===== config.mk =====
export PLATFORM = sky130hd
export DESIGN_NAME = ps2_scan_rx
export DESIGN_NICKNAME = d
export VERILOG_FILES = /design/src/rtl/ps2_scan_rx.sv
export SDC_FILE = /design/constraint.sdc
export NUM_CORES = 1
export LEC_CHECK = 0
export BUFFER_PORTS_ARGS = -buffer_cell sky130_fd_sc_hd__buf_2
export CELL_PAD_IN_SITES_DETAIL_PLACEMENT = 0
export CELL_PAD_IN_SITES_GLOBAL_PLACEMENT = 1
export CORE_MARGIN = 3
export CORE_UTILIZATION = 51
export CTS_CLUSTER_SIZE = 10
export DETAILED_ROUTE_END_ITERATION = 6
export GPL_TIMING_DRIVEN = 0
export PLACE_DENSITY = 0.81
export SYNTH_ARGS = -nofsm -noshare
export SYNTH_HDL_FRONTEND = slang
export SYNTH_SLANG_ARGS = --single-unit

===== constraint.sdc =====
create_clock -name clk -period 3.5 [get_ports clk]
set_clock_uncertainty 0.2 [all_clocks]
set_input_delay 0.175 -clock clk [delete_from_list [all_inputs] [get_ports clk]]
set_output_delay 0.175 -clock clk [all_outputs]
set_load 0.005 [all_outputs]

===== src/rtl/ps2_scan_rx.sv =====
// ps2_scan_rx: PS/2 keyboard receiver (sync, clock deglitch, 11-bit deframer) feeding a FWFT scancode FIFO.
// Latency: a good frame is visible on key/ready the clk cycle after the stop-bit fall event is processed.
// Backpressure: none toward the keyboard; a frame arriving at a full FIFO is dropped and sets sticky overflow.
// Build option: define PS2_MAKEBREAK_EN to fold 0xE0/0xF0 prefix bytes into key_flags instead of queueing them.
module ps2_scan_rx #(
   parameter int FIFO_AW        = 3,
   parameter int FILTER_LEN     = 4,
   parameter int TIMEOUT_CYCLES = 100000
) (
   input  logic       clk,
   input  logic       rstn,
   input  logic       ps2_clk,
   input  logic       ps2_data,
   input  logic       rd,
   output logic [7:0] key,
   output logic [1:0] key_flags,
   output logic       ready,
   output logic       overflow,
   output logic [7:0] err_cnt,
   output logic       busy
);

   localparam int DEPTH = 2 ** FIFO_AW;
   localparam int CW    = FIFO_AW + 1;
   localparam int FW    = (FILTER_LEN > 1) ? $clog2(FILTER_LEN) : 1;
   localparam int TW    = $clog2(TIMEOUT_CYCLES + 1);

   localparam logic [FW-1:0] FILT_MAX = FW'(FILTER_LEN - 1);
   localparam logic [TW-1:0] TO_MAX   = TW'(TIMEOUT_CYCLES - 1);
   localparam logic [CW-1:0] FULL_CNT = CW'(DEPTH);

   typedef enum logic [1:0] {
      S_IDLE,
      S_DATA,
      S_PARITY,
      S_STOP
   } state_t;

   // ------------------------------------------------------------------
   // Pin synchronizers and clock deglitch filter
   // ------------------------------------------------------------------
   logic          clk_meta_q, clk_sync_q;
   logic          data_meta_q, data_sync_q;
   logic          filt_q;
   logic [FW-1:0] filt_cnt_q;
   logic          fall_q;

   // two-flop synchronizers for both asynchronous PS/2 pins
   always_ff @(posedge clk or negedge rstn) begin
      if (!rstn) begin
         clk_meta_q  <= 1'b0;
         clk_sync_q  <= 1'b0;
         data_meta_q <= 1'b0;
         data_sync_q <= 1'b0;
      end else begin
         clk_meta_q  <= ps2_clk;
         clk_sync_q  <= clk_meta_q;
         data_meta_q <= ps2_data;
         data_sync_q <= data_meta_q;
      end
   end

   // filtered clock flips only after FILTER_LEN disagreeing samples in a row; a 1->0 flip emits a one-cycle fall
   always_ff @(posedge clk or negedge rstn) begin
      if (!rstn) begin
         filt_q     <= 1'b0;
         filt_cnt_q <= '0;
         fall_q     <= 1'b0;
      end else begin
         fall_q <= 1'b0;
         if (clk_sync_q == filt_q) begin
            filt_cnt_q <= '0;
         end else if (filt_cnt_q == FILT_MAX) begin
            filt_q     <= clk_sync_q;
            filt_cnt_q <= '0;
            fall_q     <= filt_q;
         end else begin
            filt_cnt_q <= filt_cnt_q + 1'b1;
         end
      end
   end

   // ------------------------------------------------------------------
   // Frame deserializer
   // ------------------------------------------------------------------
   state_t        state_q;
   logic [7:0]    shift_q;
   logic [2:0]    bit_cnt_q;
   logic          par_q;
   logic          busy_q;
   logic [TW-1:0] to_cnt_q;
   logic [7:0]    err_cnt_q;

   logic          timeout_w;
   logic          at_stop_w;
   logic          frame_good_w;
   logic          frame_ok_w;
   logic          frame_bad_w;
   logic          push_w;
   logic [1:0]    push_flags_w;

   // a frame is good when the stop bit is high and data+parity carry an odd number of ones
   assign timeout_w    = (state_q != S_IDLE) && !fall_q && (to_cnt_q == TO_MAX);
   assign at_stop_w    = fall_q && (state_q == S_STOP);
   assign frame_good_w = data_sync_q && (^{shift_q, par_q});
   assign frame_ok_w   = at_stop_w && frame_good_w;
   assign frame_bad_w  = at_stop_w && !frame_good_w;

   // receive FSM, advanced only by fall events; a stall abandons the partial frame
   always_ff @(posedge clk or negedge rstn) begin
      if (!rstn) begin
         state_q   <= S_IDLE;
         shift_q   <= 8'h00;
         bit_cnt_q <= 3'd0;
         par_q     <= 1'b0;
         busy_q    <= 1'b0;
      end else if (timeout_w) begin
         state_q   <= S_IDLE;
         shift_q   <= 8'h00;
         bit_cnt_q <= 3'd0;
         busy_q    <= 1'b0;
      end else if (fall_q) begin
         case (state_q)
            S_IDLE: begin
               // a high data line on a fall is a spurious edge, not a start bit
               if (!data_sync_q) begin
                  state_q   <= S_DATA;
                  shift_q   <= 8'h00;
                  bit_cnt_q <= 3'd0;
                  busy_q    <= 1'b1;
               end
            end
            S_DATA: begin
               shift_q   <= {data_sync_q, shift_q[7:1]};
               bit_cnt_q <= bit_cnt_q + 3'd1;
               if (bit_cnt_q == 3'd7) begin
                  state_q <= S_PARITY;
               end
            end
            S_PARITY: begin
               par_q   <= data_sync_q;
               state_q <= S_STOP;
            end
            S_STOP: begin
               state_q <= S_IDLE;
               busy_q  <= 1'b0;
            end
            default: begin
               state_q <= S_IDLE;
               busy_q  <= 1'b0;
            end
         endcase
      end
   end

   // inter-edge watchdog: restarts on every fall, only advances while a frame is in progress
   always_ff @(posedge clk or negedge rstn) begin
      if (!rstn) begin
         to_cnt_q <= '0;
      end else if (fall_q || (state_q == S_IDLE)) begin
         to_cnt_q <= '0;
      end else if (to_cnt_q != TO_MAX) begin
         to_cnt_q <= to_cnt_q + 1'b1;
      end
   end

   // saturating error counter for bad parity, bad stop bit and watchdog expiry
   always_ff @(posedge clk or negedge rstn) begin
      if (!rstn) begin
         err_cnt_q <= 8'h00;
      end else if ((frame_bad_w || timeout_w) && (err_cnt_q != 8'hFF)) begin
         err_cnt_q <= err_cnt_q + 8'h01;
      end
   end

`ifdef PS2_MAKEBREAK_EN
   logic ext_pend_q, brk_pend_q;
   logic is_ext_w, is_brk_w;

   assign is_ext_w     = (shift_q == 8'hE0);
   assign is_brk_w     = (shift_q == 8'hF0);
   assign push_w       = frame_ok_w && !is_ext_w && !is_brk_w;
   assign push_flags_w = {ext_pend_q, brk_pend_q};

   // prefix bytes arm pending flags that ride along with the next real scancode
   always_ff @(posedge clk or negedge rstn) begin
      if (!rstn) begin
         ext_pend_q <= 1'b0;
         brk_pend_q <= 1'b0;
      end else if (frame_ok_w) begin
         if (is_ext_w) begin
            ext_pend_q <= 1'b1;
         end else if (is_brk_w) begin
            brk_pend_q <= 1'b1;
         end else begin
            ext_pend_q <= 1'b0;
            brk_pend_q <= 1'b0;
         end
      end else if (frame_bad_w || timeout_w) begin
         ext_pend_q <= 1'b0;
         brk_pend_q <= 1'b0;
      end
   end
`else
   assign push_w       = frame_ok_w;
   assign push_flags_w = 2'b00;
`endif

   // ------------------------------------------------------------------
   // First-word-fall-through scancode FIFO
   // ------------------------------------------------------------------
   logic [9:0]         mem_q [DEPTH];
   logic [FIFO_AW-1:0] wr_ptr_q, rd_ptr_q;
   logic [CW-1:0]      cnt_q, cnt_d;
   logic               ovf_q;
   logic [9:0]         hold_q;
   logic [9:0]         head_w;
   logic               pop_w, full_w, wr_w;

   assign ready  = (cnt_q != '0);
   assign full_w = (cnt_q == FULL_CNT);
   assign pop_w  = rd && ready;
   // a pop in the same cycle frees the slot a push into a full FIFO needs
   assign wr_w   = push_w && (!full_w || pop_w);

   // occupancy next state
   always_comb begin
      cnt_d = cnt_q;
      case ({wr_w, pop_w})
         2'b10:   cnt_d = cnt_q + 1'b1;
         2'b01:   cnt_d = cnt_q - 1'b1;
         default: cnt_d = cnt_q;
      endcase
   end

   // storage, pointers and occupancy
   always_ff @(posedge clk or negedge rstn) begin
      if (!rstn) begin
         for (int i = 0; i < DEPTH; i++) begin
            mem_q[i] <= 10'h000;
         end
         wr_ptr_q <= '0;
         rd_ptr_q <= '0;
         cnt_q    <= '0;
      end else begin
         if (wr_w) begin
            mem_q[wr_ptr_q] <= {push_flags_w, shift_q};
            wr_ptr_q        <= wr_ptr_q + 1'b1;
         end
         if (pop_w) begin
            rd_ptr_q <= rd_ptr_q + 1'b1;
         end
         cnt_q <= cnt_d;
      end
   end

   // sticky drop flag, cleared by the CPU reading an entry
   always_ff @(posedge clk or negedge rstn) begin
      if (!rstn) begin
         ovf_q <= 1'b0;
      end else if (pop_w) begin
         ovf_q <= 1'b0;
      end else if (push_w && full_w) begin
         ovf_q <= 1'b1;
      end
   end

   // last shown head is held so key/key_flags stay stable while the FIFO is empty
   always_ff @(posedge clk or negedge rstn) begin
      if (!rstn) begin
         hold_q <= 10'h000;
      end else begin
         hold_q <= head_w;
      end
   end

   assign head_w    = ready ? mem_q[rd_ptr_q] : hold_q;
   assign key       = head_w[7:0];
   assign key_flags = head_w[9:8];
   assign overflow  = ovf_q;
   assign err_cnt   = err_cnt_q;
   assign busy      = busy_q;

endmodule


==> impl_metrics.tcl, run 1 <==
set metrics [dict create \
    r2r_setup_slack_ns 0.41 \
    final-hold-violation-count 0 \
    finalSetupViolCount 0 \
    max_cap_violations 0 \
    post_dp_cell_area_mm2 0.00647 \
    p_total_mw 4.28 \
    syn_nets 490 \
    clk_latency_ns 0.41 \
    drcViolationCount 0 \
    fmax_mhz 308 \
    cts_buffers 17 \
    dieArea_mm2 0.0134 \
    r2r_cells 12 \
    final_area_mm2 0.00715 \
    grt_pass1_wl_um 19400 \
    portBuffers 25 \
    layout.cells.non_filler 674 \
    arrival_ns 2.87 \
    rsz0062_at_grt "false" \
    cp-end-kind "output pin" \
    syn_avg_cell_area_um2 13.1 \
    cts.sinks 133 \
    p_leak_nw 3.42 \
    root_buffer "clkbuf_16" \
    path_common_cell "buf_2" \
    synth_edf_count 0 \
    antenna_cells 0 \
    setup_ws_ns 0.257 \
    gr-usage-met2_pct 31.8 \
    min_period_over_period_pct 92.7 \
    vias 3765 \
    route.detailed.wl_per_inst_um 17.1 \
    drive_gt1_share_pct 29.2 \
    fill_cells 879 \
    die_w_um 116 \
    power.density_mw_per_mm2 599 \
    dr.pass1.iters 4 \
    die_h_um 116 \
    placed_cells 639 \
    finalCoreUtilization_pct 61.8 \
    grt_pass1_vias 3879 \
    vdd_drop_max_mv 0.331 \
    cp_cell_sequence "buf_2 -> buf_1 -> mux4_2 -> mux2i_1 -> o21ai_0 -> buf_2" \
    ios 26 \
    setup_tns_ns 0 \
    ys_dominant_reg_cell "dfrtp_1" \
    period_minus_slack_ns 3.24 \
    async_reset_ff_share_pct 100 \
    nNetsFinal 538 \
    met3_usage_pct 5.22 \
    dpl.hpwl_um 7430 \
    tightest_slew_ns 0.895 \
    slew_violations 0 \
    cts.clk_slew.worst_paths_ns 0.06 \
    busiest_layer "met2" \
    core_area_mm2 0.0116 \
    area_delta_synth_final_pct 16.5 \
    cts_htree_levels 4 \
    ys_ff_latch 133 \
    grt_max_degree 81 \
    overflow 0 \
    min_path_type "in -> async" \
    postRouteAntennaNets 0 \
    layout_common_cells "133 x dfrtp_1, 70 x mux2_2, 35 x nand2_1" \
    place_ws_ns 0.214 \
    netlist_area_mm2 0.00614 \
    criticalPathCategory "reg -> out" \
    wl_um 11500 \
    worstPathRequired_ns 3.12 \
    r2r-start "shift_q[0]" \
    viasPerCell 5.59 \
    cpMaxStageDelayCell "buf_1" \
    setup.worst_path.start_class "flip-flop" \
    cts_tree "yes" \
    final_common_cell "dfrtp_1" \
    first_iter_violations 272 \
    synth_cells 470 \
    rows 39 \
    crit_buf_inv 3 \
    critPathTopFamily "buffers and inverters" \
    yosysWarnings 0 \
    gp_congestion 0.772 \
    clk_path_buf_depth 2 \
    status "finished clean" \
    ys_seq_area_share_pct 54.2 \
    grt_usage_pct 19.0 \
    synth_cell_type_count 49 \
    whs_ns 0.0797 \
    r2r_end "cnt_q[2]" \
    cp_num_cells 6 \
    max_stage_delay_ns 0.71 \
    initial_core_util_pct 53.1 \
    crit_fanout 10 \
    maxSlewHeadroom_pct 40.4 \
    antenna_found_initial 0 \
    met1_usage_pct 24.2 \
]
==> repair_timing <==
| action | 4_1_cts | 5_1_grt |
|---|---|---|
| endpoints found under the setup margin | 0 | 3 |
| setup buffers | 0 | 0 |
| hold endpoints to repair | 55 | 0 |
| hold buffers | 3 | 0 |
| resized for setup | 0 | 1 |
==> layout make-up <==
class	instances	area (um2)	area share, %
flip-flops and latches	133	3330	46.5
multi-input cells	303	2690	37.6
clock buffers	24	492	6.88
repair buffers	29	189	2.64
well taps	143	179	2.50
clock inverters	8	145	2.03
plain buffers	25	98.8	1.38
inverters	9	33.8	0.472
==> cells in the mapped netlist (6+ instances only) <==
master / instances / share of area [%]
a22o_1: 9 / 1.3
ha_1: 15 / 3.1
nand3_1: 8 / 0.65
a21oi_1: 8 / 0.65
o21ai_0: 15 / 1.2
mux4_2: 16 / 5.9
xor2_1: 22 / 3.1
mux2i_1: 8 / 1.3
nand2_1: 35 / 2.1
inv_1: 9 / 0.55
clkbuf_1: 16 / 0.98
nand4_1: 6 / 0.61
nor2_1: 26 / 1.6
xnor2_1: 11 / 1.6
dfrtp_1: 133 / 54
mux2_2: 70 / 13
==> worst register-to-register path, stage by stage (launching register included) <==
cell     delay [ns]
dfrtp_1        0.32
buf_2          0.22
xnor3_1        0.49
xnor2_1        0.21
nor3_4         0.27
inv_1          0.11
ha_1           0.27
xor2_1         0.17
ha_1           0.19
a21oi_1        0.14
xor2_1         0.16
nor2_1         0.07
xor2_1         0.14
==> worst max-delay path by stage <==
stage | startpoint | endpoint | slack [ns]
6_report | rd_ptr_q[0] | key[6] | 0.26
5_1_grt | rd_ptr_q[0] | key[4] | 0.01
4_1_cts | rd_ptr_q[0] | key[6] | 0.17
3_5_place_dp | cnt_q[1] | cnt_q[2] | 0.21
3_3_place_gp | cnt_q[1] | cnt_q[2] | 0.28
2_1_floorplan | cnt_q[1] | cnt_q[2] | 0.64
==> layer usage <==
layer / part of all wire (%) / up-vias
li1: - / 1778
met1: 46 / 1928
met2: 50 / 46
met3: 2.9 / 13
met4: 1.2 / 0
met5: 0 / -
==> power by group <==
| part | switching, mW | leakage (nW) | total, mW | internal [mW] |
|---|---|---|---|---|
| Clock | 0.634 | 0.306 | 1.90 | 1.27 |
| Sequential | 0.0748 | 1.81 | 1.70 | 1.62 |
| Combinational | 0.407 | 1.30 | 0.687 | 0.280 |
==> flip-flops by register name, summed over array words and instances, names as in the netlist, 2 cells and up <==
register    count
mem_q          64
to_cnt_q       17
hold_q         10
err_cnt         8
shift_q         8
cnt_q           4
bit_cnt_q       3
rd_ptr_q        3
wr_ptr_q        3
filt_cnt_q      2
state_q         2
==> cells by family after synthesis <==
family                     Yosys count  synth area share, %
DFF                                133                 54.2
and+or+nand+nor                    110                 9.75
muxes                               95                 20.2
AOI/OAI and AO/OA                   48                 5.14
xor gates and xnor gates            35                 5.46
buffers and inverters               34                 2.16
adders and majority gates           15                 3.06
(Power assumes the default switching activity.)
==> run 2: changes to the inputs <==
--- a/config.mk
+++ b/config.mk
@@ -7,13 +7,13 @@
 export LEC_CHECK = 0
 export BUFFER_PORTS_ARGS = -buffer_cell sky130_fd_sc_hd__buf_2
 export CELL_PAD_IN_SITES_DETAIL_PLACEMENT = 0
-export CELL_PAD_IN_SITES_GLOBAL_PLACEMENT = 1
+export CELL_PAD_IN_SITES_GLOBAL_PLACEMENT = 2
 export CORE_MARGIN = 3
-export CORE_UTILIZATION = 51
+export CORE_UTILIZATION = 44
 export CTS_CLUSTER_SIZE = 10
 export DETAILED_ROUTE_END_ITERATION = 6
 export GPL_TIMING_DRIVEN = 0
-export PLACE_DENSITY = 0.81
+export PLACE_DENSITY = 0.82
 export SYNTH_ARGS = -nofsm -noshare
 export SYNTH_HDL_FRONTEND = slang
 export SYNTH_SLANG_ARGS = --single-unit
==> run 2 against run 1 <==
Compared with the run above: critical path depth grew 6; clock power shrank 2%; register-to-register slack lost 0.097 ns; utilization shrank 8.6 points; worst hold slack gained 0.0065 ns; sequential power is essentially flat; setup slack gained 0.056 ns; maximum frequency grew 1.8%; count of clock-buffer cells in the layout shrank 4; wire length is essentially flat; first-iteration DRC count shrank 34%; power shrank 1.4%.
==> impl_metrics.tcl, run 2 (same netlist as run 1, synthesis figures left out) <==
set metrics [dict create \
    cts_tree "yes" \
    dpl.hpwl_um 7830 \
    gp_congestion 0.744 \
    post_dp_cell_area_mm2 0.00652 \
    vias 3728 \
    dieArea_mm2 0.0154 \
    die_h_um 124 \
    min_path_type "in -> async" \
    antenna_cells 0 \
    ios 26 \
    final-hold-violation-count 0 \
    postRouteAntennaNets 0 \
    cp_cell_sequence "clkbuf_1 -> nor4_2 -> inv_1 -> and2_1 -> clkbuf_1 -> ha_1 -> xor2_1 -> ha_1 -> a21oi_1 -> xor2_1 -> nor2_1 -> xor2_1" \
    largest_register_ffs 64 \
    core_area_mm2 0.0135 \
    multiInputGateArea_mm2 0.00268 \
    first_iter_violations 180 \
    final_common_cell "dfrtp_1" \
    finalSetupViolCount 0 \
    place_ws_ns 0.260 \
    max_stage_delay_ns 0.72 \
    wl_um 11500 \
    viasPerCell 5.28 \
    fill_cells 1173 \
    whs_ns 0.0861 \
    cts.sinks 133 \
    tightest_slew_ns 0.747 \
    slew_violations 0 \
    grt_max_degree 83 \
    finalCoreUtilization_pct 53.3 \
    clk_path_buf_depth 2 \
    criticalPathCategory "reg -> reg" \
    cpMaxStageDelayCell "nor4_2" \
    power.density_mw_per_mm2 589 \
    die_w_um 124 \
    setup_tns_ns 0 \
    grt_usage_pct 16.8 \
    clk_latency_ns 0.41 \
    grt_pass1_vias 3847 \
    final_area_mm2 0.00717 \
    route.detailed.wl_per_inst_um 16.3 \
    placed_cells 672 \
    crit_fanout 10 \
    max_cap_violations 0 \
    nNetsFinal 537 \
    setup_ws_ns 0.313 \
    area_delta_synth_final_pct 16.8 \
    fmax_mhz 314 \
    top_register "mem_q" \
    drcViolationCount 0 \
    postCtsSetupBuffers 0 \
    worstPathRequired_ns 3.59 \
    p_leak_nw 3.41 \
    p_total_mw 4.22 \
    layout.cells.non_filler 706 \
    cts_htree_levels 4 \
    layout_common_cells "133 x dfrtp_1, 70 x mux2_2, 35 x nand2_1" \
    dr.pass1.iters 4 \
    rsz0062_at_grt "false" \
    cts_buffers 17 \
    min_period_over_period_pct 91.1 \
    path_common_cell "xor2_1" \
    maxSlewHeadroom_pct 49.8 \
    setup.worst_path.start_class "flip-flop" \
    regArea_mm2 0.00333 \
    portBuffers 25 \
    cp-end-kind "flip-flop" \
    overflow 0 \
    status "finished clean" \
    drive_gt1_share_pct 29.6 \
    rows 42 \
    initial_core_util_pct 45.6 \
    vdd_drop_max_mv 0.311 \
    grt_pass1_wl_um 19800 \
    top_regs "mem_q: 64 flops, to_cnt_q: 17 flops, hold_q: 10 flops" \
    period_minus_slack_ns 3.19 \
    antenna_found_initial 0 \
    cts_resized 0 \
    cts.clk_slew.worst_paths_ns 0.06 \
    root_buffer "clkbuf_16" \
    arrival_ns 3.28 \
]
==> run 2: changes by cell type in the layout (fill, tap and decap cells not counted), sizes merged <==
cell	before	now
inv	9	14
clkbuf	40	36
buf	35	34
bufinv	4	3
==> run 2: path summary, 6_finish.rpt <==
path	startpoint	end	slack (ns)	cells after the start
setup / recovery	cnt_q[1]	cnt_q[2]	0.31	12
hold / removal	rstn	rd_ptr_q[2]	0.09	2
setup reg to reg	cnt_q[1]	cnt_q[2]	0.31	12
hold reg to reg	clk_meta_q	clk_sync_q	0.15	0
max in group asynchronous	rstn	mem_q[45]	2.27	3
min in group clk	clk_meta_q	clk_sync_q	0.15	0
==> run 2: power breakdown <==
part | internal [mW] | total (mW) | switching [mW] | leakage (nW)
clock network | 1.17 | 1.86 | 0.685 | 0.299
registers | 1.62 | 1.69 | 0.0683 | 1.81
logic | 0.274 | 0.678 | 0.403 | 1.30
==> run 2: repair_timing <==
action | CTS | global route
hold endpoints to repair | 53 | 0
hold buffers | 3 | 0
endpoints found under the setup margin | 0 | 1
==> run 2: metal layers <==
| layer | vias to the layer above | global-route usage, % | share of wire, % | routed length [um] |
|---|---|---|---|---|
| li1 | 1773 | - | - | - |
| met1 | 1904 | 22.3 | 48 | 5520 |
| met2 | 39 | 26.9 | 49 | 5600 |
| met3 | 12 | 4.81 | 2.4 | 281 |
| met4 | 0 | 5.34 | 1.1 | 128 |
| met5 | - | 0 | 0 | 0 |
==> run 2: critical path: cells and delay by family, from the launching register on <==
family	cells	cell delay (ns)
xor gates and xnor gates	3	0.45
buffers and inverters	3	0.48
and+or+nand+nor	3	0.96
adders and majority gates	2	0.49
AOI/OAI and AO/OA	1	0.14
DFF	1	0.35
==> run 2: cell type report <==
cell class	instances	share of cell area, %
timing repair buffer	29	2.64
clock buffer	20	6.37
sequential	133	46.4
multi-input combinational	303	37.3
tap	176	3.07
buffer	24	1.33
inverter	9	0.471
clock inverter	12	2.32
==> run 3: changes to the inputs <==
--- a/config.mk
+++ b/config.mk
@@ -8,6 +8,7 @@
 export BUFFER_PORTS_ARGS = -buffer_cell sky130_fd_sc_hd__buf_2
 export CELL_PAD_IN_SITES_DETAIL_PLACEMENT = 0
 export CELL_PAD_IN_SITES_GLOBAL_PLACEMENT = 2
+export CORE_ASPECT_RATIO = 0.9
 export CORE_MARGIN = 3
 export CORE_UTILIZATION = 44
 export CTS_CLUSTER_SIZE = 10
==> run 3 against run 2 <==
Compared with the run above: worst hold slack worse by 0.018 ns; final cell count down 1.4%; power down 2.7%; first-iteration DRC count down 5.6%; register-to-register slack better by 0.14 ns; wire length down 0.23%; utilization down 0.57 points; cell area down 0.63%.
==> impl_metrics.tcl, run 3 (same netlist as run 1, synthesis figures left out) <==
set metrics [dict create \
    status "finished clean" \
    grt_pass1_wl_um 19500 \
    setup_tns_ns 0 \
    initial_core_util_pct 45.4 \
    core_area_mm2 0.0135 \
    r2r_cells 12 \
    r2r_setup_slack_ns 0.45 \
    final-hold-violation-count 0 \
    r2r_end "cnt_q[2]" \
    viasPerCell 5.34 \
    ios 26 \
    arrival_ns 2.89 \
    clk_latency_ns 0.41 \
    overflow 0 \
    setup_ws_ns 0.234 \
    antenna_found_initial 0 \
    post_dp_cell_area_mm2 0.00651 \
    clk_path_buf_depth 2 \
    root_buffer "clkbuf_16" \
    crit_fanout 10 \
    antenna_cells 0 \
    top_register "mem_q" \
    rsz0062_at_grt "false" \
    period_minus_slack_ns 3.27 \
    portBuffers 25 \
    route.detailed.wl_per_inst_um 16.5 \
    dpl.hpwl_um 7790 \
    dr.pass1.iters 4 \
    nNetsFinal 538 \
    area_delta_synth_final_pct 16.0 \
    power.density_mw_per_mm2 577 \
    cts_buffers 17 \
    first_iter_violations 170 \
    final_common_cell "dfrtp_1" \
    largest_register_ffs 64 \
    dieArea_mm2 0.0154 \
    place_ws_ns 0.244 \
    cp-end-kind "output pin" \
    max_cap_violations 0 \
    gp_congestion 0.744 \
    vias 3714 \
    fmax_mhz 306 \
    slew_violations 0 \
    wl_um 11500 \
    min_period_over_period_pct 93.3 \
    finalSetupViolCount 0 \
    layout_common_cells "133 x dfrtp_1, 70 x mux2_2, 35 x nand2_1" \
    rows 40 \
    min_path_type "in -> async" \
    postRouteAntennaNets 0 \
    cts_htree_levels 4 \
    cts_tree "yes" \
    drive_gt1_share_pct 28.8 \
    die_w_um 130 \
    tightest_slew_ns 0.953 \
    p_leak_nw 3.40 \
    layout.cells.non_filler 696 \
    final_area_mm2 0.00712 \
    criticalPathCategory "reg -> out" \
    grt_usage_pct 16.3 \
    vdd_drop_max_mv 0.354 \
    placed_cells 664 \
    cts.sinks 133 \
    maxSlewHeadroom_pct 36.5 \
    grt_pass1_vias 3783 \
    cts.clk_slew.worst_paths_ns 0.05 \
    grt_max_degree 86 \
    setup.worst_path.start_class "flip-flop" \
    top_regs "mem_q: 64 flops, to_cnt_q: 17 flops, hold_q: 10 flops" \
    r2r-start "shift_q[7]" \
    die_h_um 118 \
    drcViolationCount 0 \
    worstPathRequired_ns 3.12 \
]
## run 3: cell types whose count changed in the layout (fill, tap and decap cells not counted)
cell and delta:
inv_6 -5, clkbuf_8 +3, buf_1 +1, clkinvlp_4 -2, clkinv_4 -2, nor4_4 +1
bufinv_16 -1, nor4_2 -1, clkbuf_1 +2, clkinv_2 +2
## run 3: layout make-up
class                           instances  area, um2
Inverter                                9       33.8
Buffer                                 25       98.8
Tap cell                              168        210
Clock buffer                           25        505
Clock inverter                          4       70.1
Timing Repair Buffer                   29        189
Multi-Input combinational cell        303       2690
Sequential cell                       133       3330
Fill cell                            1186       6390
## run 3: worst max-delay path by stage
| stage | from | to | slack [ns] | depth (start not counted) |
|---|---|---|---|---|
| 3_3_place_gp | cnt_q[1] | cnt_q[2] | 0.31 | 12 |
| 5_1_grt | rd_ptr_q[0] | key[6] | 0.009 | 6 |
| 4_1_cts | rd_ptr_q[0] | key[5] | 0.12 | 6 |
| 2_1_floorplan | cnt_q[1] | cnt_q[2] | 0.64 | 12 |
| 3_5_place_dp | cnt_q[1] | cnt_q[2] | 0.24 | 12 |
| 6_report | rd_ptr_q[0] | key[6] | 0.23 | 6 |
## run 3: metrics by stage
step           hold slack [ns]  total power, mW  util [%]
5_1_grt                 0.0974             4.32      52.7
4_1_cts                 0.0809             4.16      52.6
2_1_floorplan           -0.321             2.22         -
3_5_place_dp           -0.0500             2.41      48.1
6_report                0.0677             4.11      52.7
3_3_place_gp            0.0825             2.40      47.9
## run 3: where the power goes
group	leakage (nW)	switching, mW	internal [mW]
registers	1.81	0.0738	1.62
clock network	0.285	0.593	1.13
logic	1.30	0.411	0.280
## run 3: repair_timing
item	in CTS	in global routing
gates resized for setup	0	1
hold buffers	3	0
hold endpoints to repair	135	0
setup endpoints to repair	0	5
buffers inserted	0	0
## run 3: metal layers
metal / GRT usage (%) / vias up / share of wire [%] / wire [um]
li1: - / 1780 / - / -
met1: 23.0 / 1872 / 48 / 5560
met2: 24.6 / 46 / 47 / 5400
met3: 4.08 / 16 / 3.1 / 359
met4: 5.78 / 0 / 1.6 / 183
met5: 0 / - / 0 / 0
## run 3: worst max-delay path, stage by stage (launching register included)
cell and delay, ns:
dfrtp_1 0.34, buf_2 0.27, buf_1 0.75, mux4_2 0.63
mux2i_1 0.19, o21ai_0 0.13, buf_2 0.16
